File: src/rtl/alu_pkg.sv
`default_nettype none
// ============================================================================
// Module      : alu_pkg
// Description : Shared ALU opcodes, forwarding-source encoding and the
//               architectural zero-register index.
// Revision    : 1.0 - initial release
// ============================================================================
package alu_pkg;

   localparam logic [3:0] ALU_AND   = 4'h0;
   localparam logic [3:0] ALU_OR    = 4'h1;
   localparam logic [3:0] ALU_ADD   = 4'h2;
   localparam logic [3:0] ALU_LSL   = 4'h3;
   localparam logic [3:0] ALU_LSR   = 4'h4;
   localparam logic [3:0] ALU_SUB   = 4'h6;
   localparam logic [3:0] ALU_PASSB = 4'h7;

   // Source chosen for an operand at capture time
   typedef enum logic [1:0] {
      FWD_REG   = 2'd0,
      FWD_EXMEM = 2'd1,
      FWD_MEMWB = 2'd2,
      FWD_ZERO  = 2'd3
   } fwd_sel_e;

   // XZR: always reads as zero and is never a forwarding target
   localparam int ZERO_REG = 31;

endpackage : alu_pkg
`default_nettype wire

File: src/rtl/fwd_mux.sv
`default_nettype none
// ============================================================================
// Module      : fwd_mux
// Description : Combinational priority select of one register operand:
//               zero register, then EX/MEM (non-load), then MEM/WB, then RF.
// Revision    : 1.0 - initial release
// ============================================================================
module fwd_mux
   import alu_pkg::*;
#(
   parameter int DataWidth    = 64,
   parameter int RegAddrWidth = 5,
   parameter int ZeroReg      = ZERO_REG
) (
   input  logic [RegAddrWidth-1:0] Addr,
   input  logic [DataWidth-1:0]    RegVal,
   input  logic                    ExMemRegWrite,
   input  logic [RegAddrWidth-1:0] ExMemRd,
   input  logic [DataWidth-1:0]    ExMemResult,
   input  logic                    ExMemLoad,
   input  logic                    MemWbRegWrite,
   input  logic [RegAddrWidth-1:0] MemWbRd,
   input  logic [DataWidth-1:0]    MemWbResult,
   output logic [DataWidth-1:0]    Val,
   output fwd_sel_e                Sel
);

   localparam logic [RegAddrWidth-1:0] c_zero_reg = RegAddrWidth'(ZeroReg);

   // Youngest valid producer wins; a pending load in EX/MEM has no data yet
   always_comb begin
      Val = RegVal;
      Sel = FWD_REG;
      if (Addr == c_zero_reg) begin
         Val = '0;
         Sel = FWD_ZERO;
      end else if (ExMemRegWrite && (ExMemRd == Addr) && !ExMemLoad) begin
         Val = ExMemResult;
         Sel = FWD_EXMEM;
      end else if (MemWbRegWrite && (MemWbRd == Addr)) begin
         Val = MemWbResult;
         Sel = FWD_MEMWB;
      end
   end

endmodule : fwd_mux
`default_nettype wire

File: src/rtl/ex_operand_stage.sv
`default_nettype none
// ============================================================================
// Module      : ex_operand_stage
// Description : Single-entry ID/EX register feeding the ALU. Resolves operand
//               forwarding at capture, inserts load-use bubbles, supports
//               valid/ready flow control and flush.
// Revision    : 1.0 - initial release
// ============================================================================
module ex_operand_stage
   import alu_pkg::*;
#(
   parameter int DataWidth     = 64,
   parameter int RegAddrWidth  = 5,
   parameter int ZeroReg       = ZERO_REG,
   parameter int StallCntWidth = 16
) (
   input  logic                     CLK,
   input  logic                     Reset_L,
   input  logic                     InValid,
   output logic                     InReady,
   input  logic [DataWidth-1:0]     RegA,
   input  logic [DataWidth-1:0]     RegB,
   input  logic [RegAddrWidth-1:0]  Rn,
   input  logic [RegAddrWidth-1:0]  Rm,
   input  logic [DataWidth-1:0]     Imm,
   input  logic                     ALUSrc,
   input  logic [3:0]               ALUCtrlIn,
   input  logic [RegAddrWidth-1:0]  RdIn,
   input  logic                     RegWriteIn,
   input  logic                     Flush,
   input  logic                     ExMemRegWrite,
   input  logic [RegAddrWidth-1:0]  ExMemRd,
   input  logic [DataWidth-1:0]     ExMemResult,
   input  logic                     ExMemLoad,
   input  logic                     MemWbRegWrite,
   input  logic [RegAddrWidth-1:0]  MemWbRd,
   input  logic [DataWidth-1:0]     MemWbResult,
   output logic                     OutValid,
   input  logic                     OutReady,
   output logic [DataWidth-1:0]     BusA,
   output logic [DataWidth-1:0]     BusB,
   output logic [3:0]               ALUCtrl,
   output logic [RegAddrWidth-1:0]  RdOut,
   output logic                     RegWriteOut,
   output logic [1:0]               FwdSelA,
   output logic [1:0]               FwdSelB,
   output logic [StallCntWidth-1:0] StallCount
);

   localparam logic [RegAddrWidth-1:0] c_zero_reg = RegAddrWidth'(ZeroReg);

   typedef enum logic [0:0] {
      EMPTY = 1'b0,
      FULL  = 1'b1
   } state_e;

   state_e state_q, state_d;

   logic [DataWidth-1:0]     BusA_q, BusB_q;
   logic [3:0]               ALUCtrl_q;
   logic [RegAddrWidth-1:0]  RdOut_q;
   logic                     RegWriteOut_q;
   logic [1:0]               FwdSelA_q, FwdSelB_q;
   logic [StallCntWidth-1:0] StallCount_q;

   logic [DataWidth-1:0] w_fwd_a, w_fwd_b, w_bus_b;
   fwd_sel_e             w_sel_a, w_sel_b_reg, w_sel_b;
   logic                 w_hazard, w_capture, w_stall;

   fwd_mux #(
      .DataWidth    (DataWidth),
      .RegAddrWidth (RegAddrWidth),
      .ZeroReg      (ZeroReg)
   ) u_fwd_a (
      .Addr          (Rn),
      .RegVal        (RegA),
      .ExMemRegWrite (ExMemRegWrite),
      .ExMemRd       (ExMemRd),
      .ExMemResult   (ExMemResult),
      .ExMemLoad     (ExMemLoad),
      .MemWbRegWrite (MemWbRegWrite),
      .MemWbRd       (MemWbRd),
      .MemWbResult   (MemWbResult),
      .Val           (w_fwd_a),
      .Sel           (w_sel_a)
   );

   fwd_mux #(
      .DataWidth    (DataWidth),
      .RegAddrWidth (RegAddrWidth),
      .ZeroReg      (ZeroReg)
   ) u_fwd_b (
      .Addr          (Rm),
      .RegVal        (RegB),
      .ExMemRegWrite (ExMemRegWrite),
      .ExMemRd       (ExMemRd),
      .ExMemResult   (ExMemResult),
      .ExMemLoad     (ExMemLoad),
      .MemWbRegWrite (MemWbRegWrite),
      .MemWbRd       (MemWbRd),
      .MemWbResult   (MemWbResult),
      .Val           (w_fwd_b),
      .Sel           (w_sel_b_reg)
   );

   // An immediate operand B bypasses forwarding and cannot cause a hazard
   assign w_bus_b = ALUSrc ? Imm : w_fwd_b;
   assign w_sel_b = ALUSrc ? FWD_REG : w_sel_b_reg;

   assign w_hazard = ExMemLoad && ExMemRegWrite && (ExMemRd != c_zero_reg) &&
                     ((ExMemRd == Rn) || (!ALUSrc && (ExMemRd == Rm)));

   assign OutValid  = (state_q == FULL);
   assign InReady   = !w_hazard && (!OutValid || OutReady);
   assign w_capture = InValid && InReady && !Flush;
   assign w_stall   = InValid && !InReady && !Flush;

   // Next state: flush dominates, then capture, then drain; otherwise hold
   always_comb begin
      state_d = state_q;
      if (Flush) begin
         state_d = EMPTY;
      end else if (w_capture) begin
         state_d = FULL;
      end else if (OutValid && OutReady) begin
         state_d = EMPTY;
      end
   end

   // State register, captured operands and saturating stall counter
   always_ff @(posedge CLK) begin
      if (!Reset_L) begin
         state_q       <= EMPTY;
         BusA_q        <= '0;
         BusB_q        <= '0;
         ALUCtrl_q     <= '0;
         RdOut_q       <= '0;
         RegWriteOut_q <= 1'b0;
         FwdSelA_q     <= '0;
         FwdSelB_q     <= '0;
         StallCount_q  <= '0;
      end else begin
         state_q <= state_d;
         if (w_capture) begin
            BusA_q        <= w_fwd_a;
            BusB_q        <= w_bus_b;
            ALUCtrl_q     <= ALUCtrlIn;
            RdOut_q       <= RdIn;
            RegWriteOut_q <= RegWriteIn;
            FwdSelA_q     <= w_sel_a;
            FwdSelB_q     <= w_sel_b;
         end
         if (w_stall && (StallCount_q != '1)) begin
            StallCount_q <= StallCount_q + 1'b1;
         end
      end
   end

   assign BusA        = BusA_q;
   assign BusB        = BusB_q;
   assign ALUCtrl     = ALUCtrl_q;
   assign RdOut       = RdOut_q;
   assign RegWriteOut = RegWriteOut_q;
   assign FwdSelA     = FwdSelA_q;
   assign FwdSelB     = FwdSelB_q;
   assign StallCount  = StallCount_q;

endmodule : ex_operand_stage
`default_nettype wire

File: config.mk
export PLATFORM = sky130hd
export DESIGN_NAME = ex_operand_stage
export DESIGN_NICKNAME = d
export VERILOG_FILES = /design/src/rtl/alu_pkg.sv /design/src/rtl/fwd_mux.sv /design/src/rtl/ex_operand_stage.sv
export SDC_FILE = /design/constraint.sdc
export NUM_CORES = 1
export LEC_CHECK = 0
export CAP_MARGIN = 0
export CORE_AREA = 3 3 199 201
export CTS_CLUSTER_SIZE = 30
export DETAILED_ROUTE_END_ITERATION = 7
export DIE_AREA = 0 0 202 204
export HOLD_SLACK_MARGIN = 0.06
export PLACE_DENSITY = 0.65
export SYNTH_ARGS = -nofsm -noshare
export SYNTH_HDL_FRONTEND = slang
export SYNTH_SLANG_ARGS = --single-unit
File: constraint.sdc
create_clock -name CLK -period 2.59 [get_ports CLK]
set_input_delay 0.518 -clock CLK [delete_from_list [all_inputs] [get_ports CLK]]
set_output_delay 0.518 -clock CLK [all_outputs]
set_load 0.1 [all_outputs]
==> metrics.md <==
| Metric | Value |
|---|---|
| Min Tclk post-route | `about 2500 ps` |
| Hold Crit Class | `reg2reg` |
| Syn avg cell area | `7.713 µm²` |
| Synth unique cells | `46` |
| Core box area | `37,760 µm²` |
| Drt total wl | `slightly above 50,000 µm` |
| Hold endpoint | `BusA[4]` |
| Final design utilization | `0.4266` |
| Fin area | `around 16,000 µm²` |
| Hold Startpoint | `BusA[4]` |
| Worst slack, placed | `-290.7 ps` |
| Drt first pass iters | `6` |
| Synth warn | `0` |
| Status | `finished clean` |
| Via count | `around 12,000` |
| CP Max Fanout | `3` |
| Number of clock buffers inserted by TritonCTS | `17` |
| Placer Congestion | `around 0.93` |
| Vias per inst | `~5.3` |
| Final period util | `0.9769` |
| Cells after Synth | `about 1,200` |
| Post-synth EDFFs | `0` |
| DRC errors left | `0` |
| Final hold violation count | `0` |
| Ys async rst share | `0` |
| Reg2reg start | `StallCount[0]` |
| Power Density | `approximately 510 nW/µm²` |
| Final Power | `8.284 mW` |
| Initial core utilization | `0.2423` |
| GR Overflow Total | `0` |
| Mapped cell area | `9148 µm²` |
| CTS tree | `done` |
| LEAKAGE | `6.472 nW` |
| Least-Margin Pin Slew | `570.3 ps` |
| Slew headroom | `0.6194` |
| Worst-Skew Late Latency | `~450 ps` |
| Startpoint types | `input pin` |
| Share of cells above drive strength 1 | `0.2277` |
| CP endpoint kind | `output port` |
| Largest net degree at the start of global routing | `100` |
| Worst setup slack after layout | `between 50 and 60 ps` |
| Tot GR Track Use | `0.2245` |
| H-tree depth | `4` |
| Clock root buffer | `clkbuf_16` |
| CTS Hold Bufs | `0` |
| Max Buffers Root-to-Sink | `2` |
| Count of final setup violators | `0` |
| Most frequent cells in the layout | `clkdlybuf4s50_1, nand2_1, buf_4` |
| Area grow syn2layout | `76.06%` |
| WHS Path Cells | `1` |
| Max-cap violations | `0` |
| Vias in the first global route | `11,390` |
| Multi-input gate area | `5579 µm²` |
| WL per Instance | `roughly 23 µm` |
| Die Span Y | `a little over 200 µm` |
| Worst EP arrival | `2010 ps` |
| Mapped Nets | `between 1,500 and 2,000` |
| Fillers | `3,779` |
| Placed cell areas | `15,080 µm²` |
| Worst reg2reg endpoint | `StallCount[11]` |
| Worst EP required | `about 2100 ps` |
| VDD IR-drop max | `0.4555 mV` |
| Global-route wire length before repair | `71,040 µm` |
| Flop2flop setup slack | `420 ps` |
| Register area | `approximately 3200 µm²` |
| Drt first-iter violations | `a little over 900` |
| Die area | `~41,000 µm²` |
| Clk slew on worst S/H paths | `60 ps` |
| Antenna violations before repair | `3` |
| Max Freq | `~400 MHz` |
| Clk_skew | `8.813 ps` |
| DP HPWL | `about 36,000 µm` |
| DRT antenna net count | `0` |
| Slew Limit Fails | `0` |
| Flops & latches, synth | `between 150 and 200` |
| Nets | `between 2,000 and 2,500` |
| I/O pin count | `519` |
| Die X-Extent | `between 200 and 250 µm` |
| Reg2reg path depth | `8` |
| RSZ-0062 raised after global routing | `no` |
| CP Class | `in2out` |
| Sequential area share after synthesis | `0.3480` |
| Clock sink count | `between 150 and 200` |
| Setup TNS | `0 ps` |
| Commonest non-fill, non-tap cell in the layout | `clkdlybuf4s50_1` |
| I/O Buffers | `slightly above 500` |
| Predominant post-synthesis flop cell | `dfxtp_1` |
| Core Rows | `71` |
repair_timing:
| action | 4_1_cts | 5_1_grt |
|---|---|---|
| cloned | 0 | 8 |
| endpoints found under the setup margin | 1 | 74 |
| pin swaps | 4 | 7 |
| endpoints found under the hold margin | 0 | 0 |
| gates resized for setup | 11 | 17 |
| buffers inserted | 5 | 10 |
worst max-delay path, stage by stage:
cell and delay, ps:
clkdlybuf4s50_1 570, xnor2_1 140, nand2_1 90, or2_4 290, a21oi_4 170, nor2_4 70
buf_12 160
cell usage after synthesis (3+ instances only):
cell type    n  share of area
a211oi_1     6         0.0049
a21oi_1    146          0.080
a31oi_1     65          0.044
and3_1       4         0.0027
buf_1        3         0.0012
buf_2       34          0.019
clkbuf_1    85          0.035
dfxtp_1    159           0.35
inv_1        5         0.0021
mux2i_1     16          0.018
nand2_1    285           0.12
nand2b_1    18          0.012
nand3_1     20          0.011
nand4_1      7         0.0048
nor2_1       7         0.0029
nor3_1       5         0.0027
nor4_1       7         0.0048
o21ai_0     74          0.040
o21ai_1      3         0.0016
o221a_2     64          0.079
o2bb2ai_1  128           0.12
xnor2_1     13          0.012
xor2_1       5         0.0048
final cells by class:
class	count	share of cell area
timing repair buffer	624	0.3739
multi-input combinational	899	0.3464
sequential	159	0.1978
tap	511	0.03970
clock buffer	21	0.02921
clock inverter	9	0.01119
inverter	5	0.001165
antenna	4	0.0006215
routing by layer:
layer / wire length, µm / up-vias / track usage
met5: 0 / - / 0
li1: - / 5460 / -
met2: 23420 / 667 / 0.3613
met4: 2174 / 0 / 0.1004
met1: 20730 / 5562 / 0.2885
met3: 4419 / 125 / 0.05065
kinds of logic after synthesis:
| logic type | Yosys count | share of synthesized area |
|---|---|---|
| AND/OR/NAND/NOR | 363 | 0.1665 |
| flip-flops | 159 | 0.3480 |
| AO/OA/AOI/OAI | 500 | 0.3902 |
| XOR/XNOR | 18 | 0.01723 |
| adder cells (fa/ha/maj) | 1 | 0.001368 |
| multiplexers | 17 | 0.01874 |
| buffers and inverters | 128 | 0.05799 |
flip-flops by register name, summed over array words and instances (netlist names):
register     flops
ALUCtrl          4
BusA            64
BusB            64
FwdSelA          2
FwdSelB          2
OutValid         1
RdOut            5
RegWriteOut      1
StallCount      16
power breakdown:
part / switching, mW / internal, mW / total, mW / leakage [nW]
registers: 0.0868 / 2.58 / 2.67 / 1.30
logic: 1.70 / 1.03 / 2.73 / 4.85
clock network: 1.10 / 1.78 / 2.89 / 0.316
total: 2.89 / 5.40 / 8.28 / 6.47
worst max-delay path by stage:
stage / from / endpoint / slack (ps)
5_1_grt: Rn[1] / InReady / 30
3_5_place_dp: Rm[4] / BusB[37] / -290
2_1_floorplan: Rm[4] / InReady / 30
6_report: Rn[1] / InReady / 60
4_1_cts: ExMemRd[2] / InReady / 0.6
3_3_place_gp: Rm[2] / BusB[37] / -170
per-stage QoR:
stage          hold slack, ps  cells
3_3_place_gp            446.7   2175
2_1_floorplan           597.3   1186
4_1_cts                 463.5   2210
5_1_grt                 478.5   2231
3_5_place_dp            447.6   2175
6_report                466.5   2232
(Power assumes the default switching activity.)
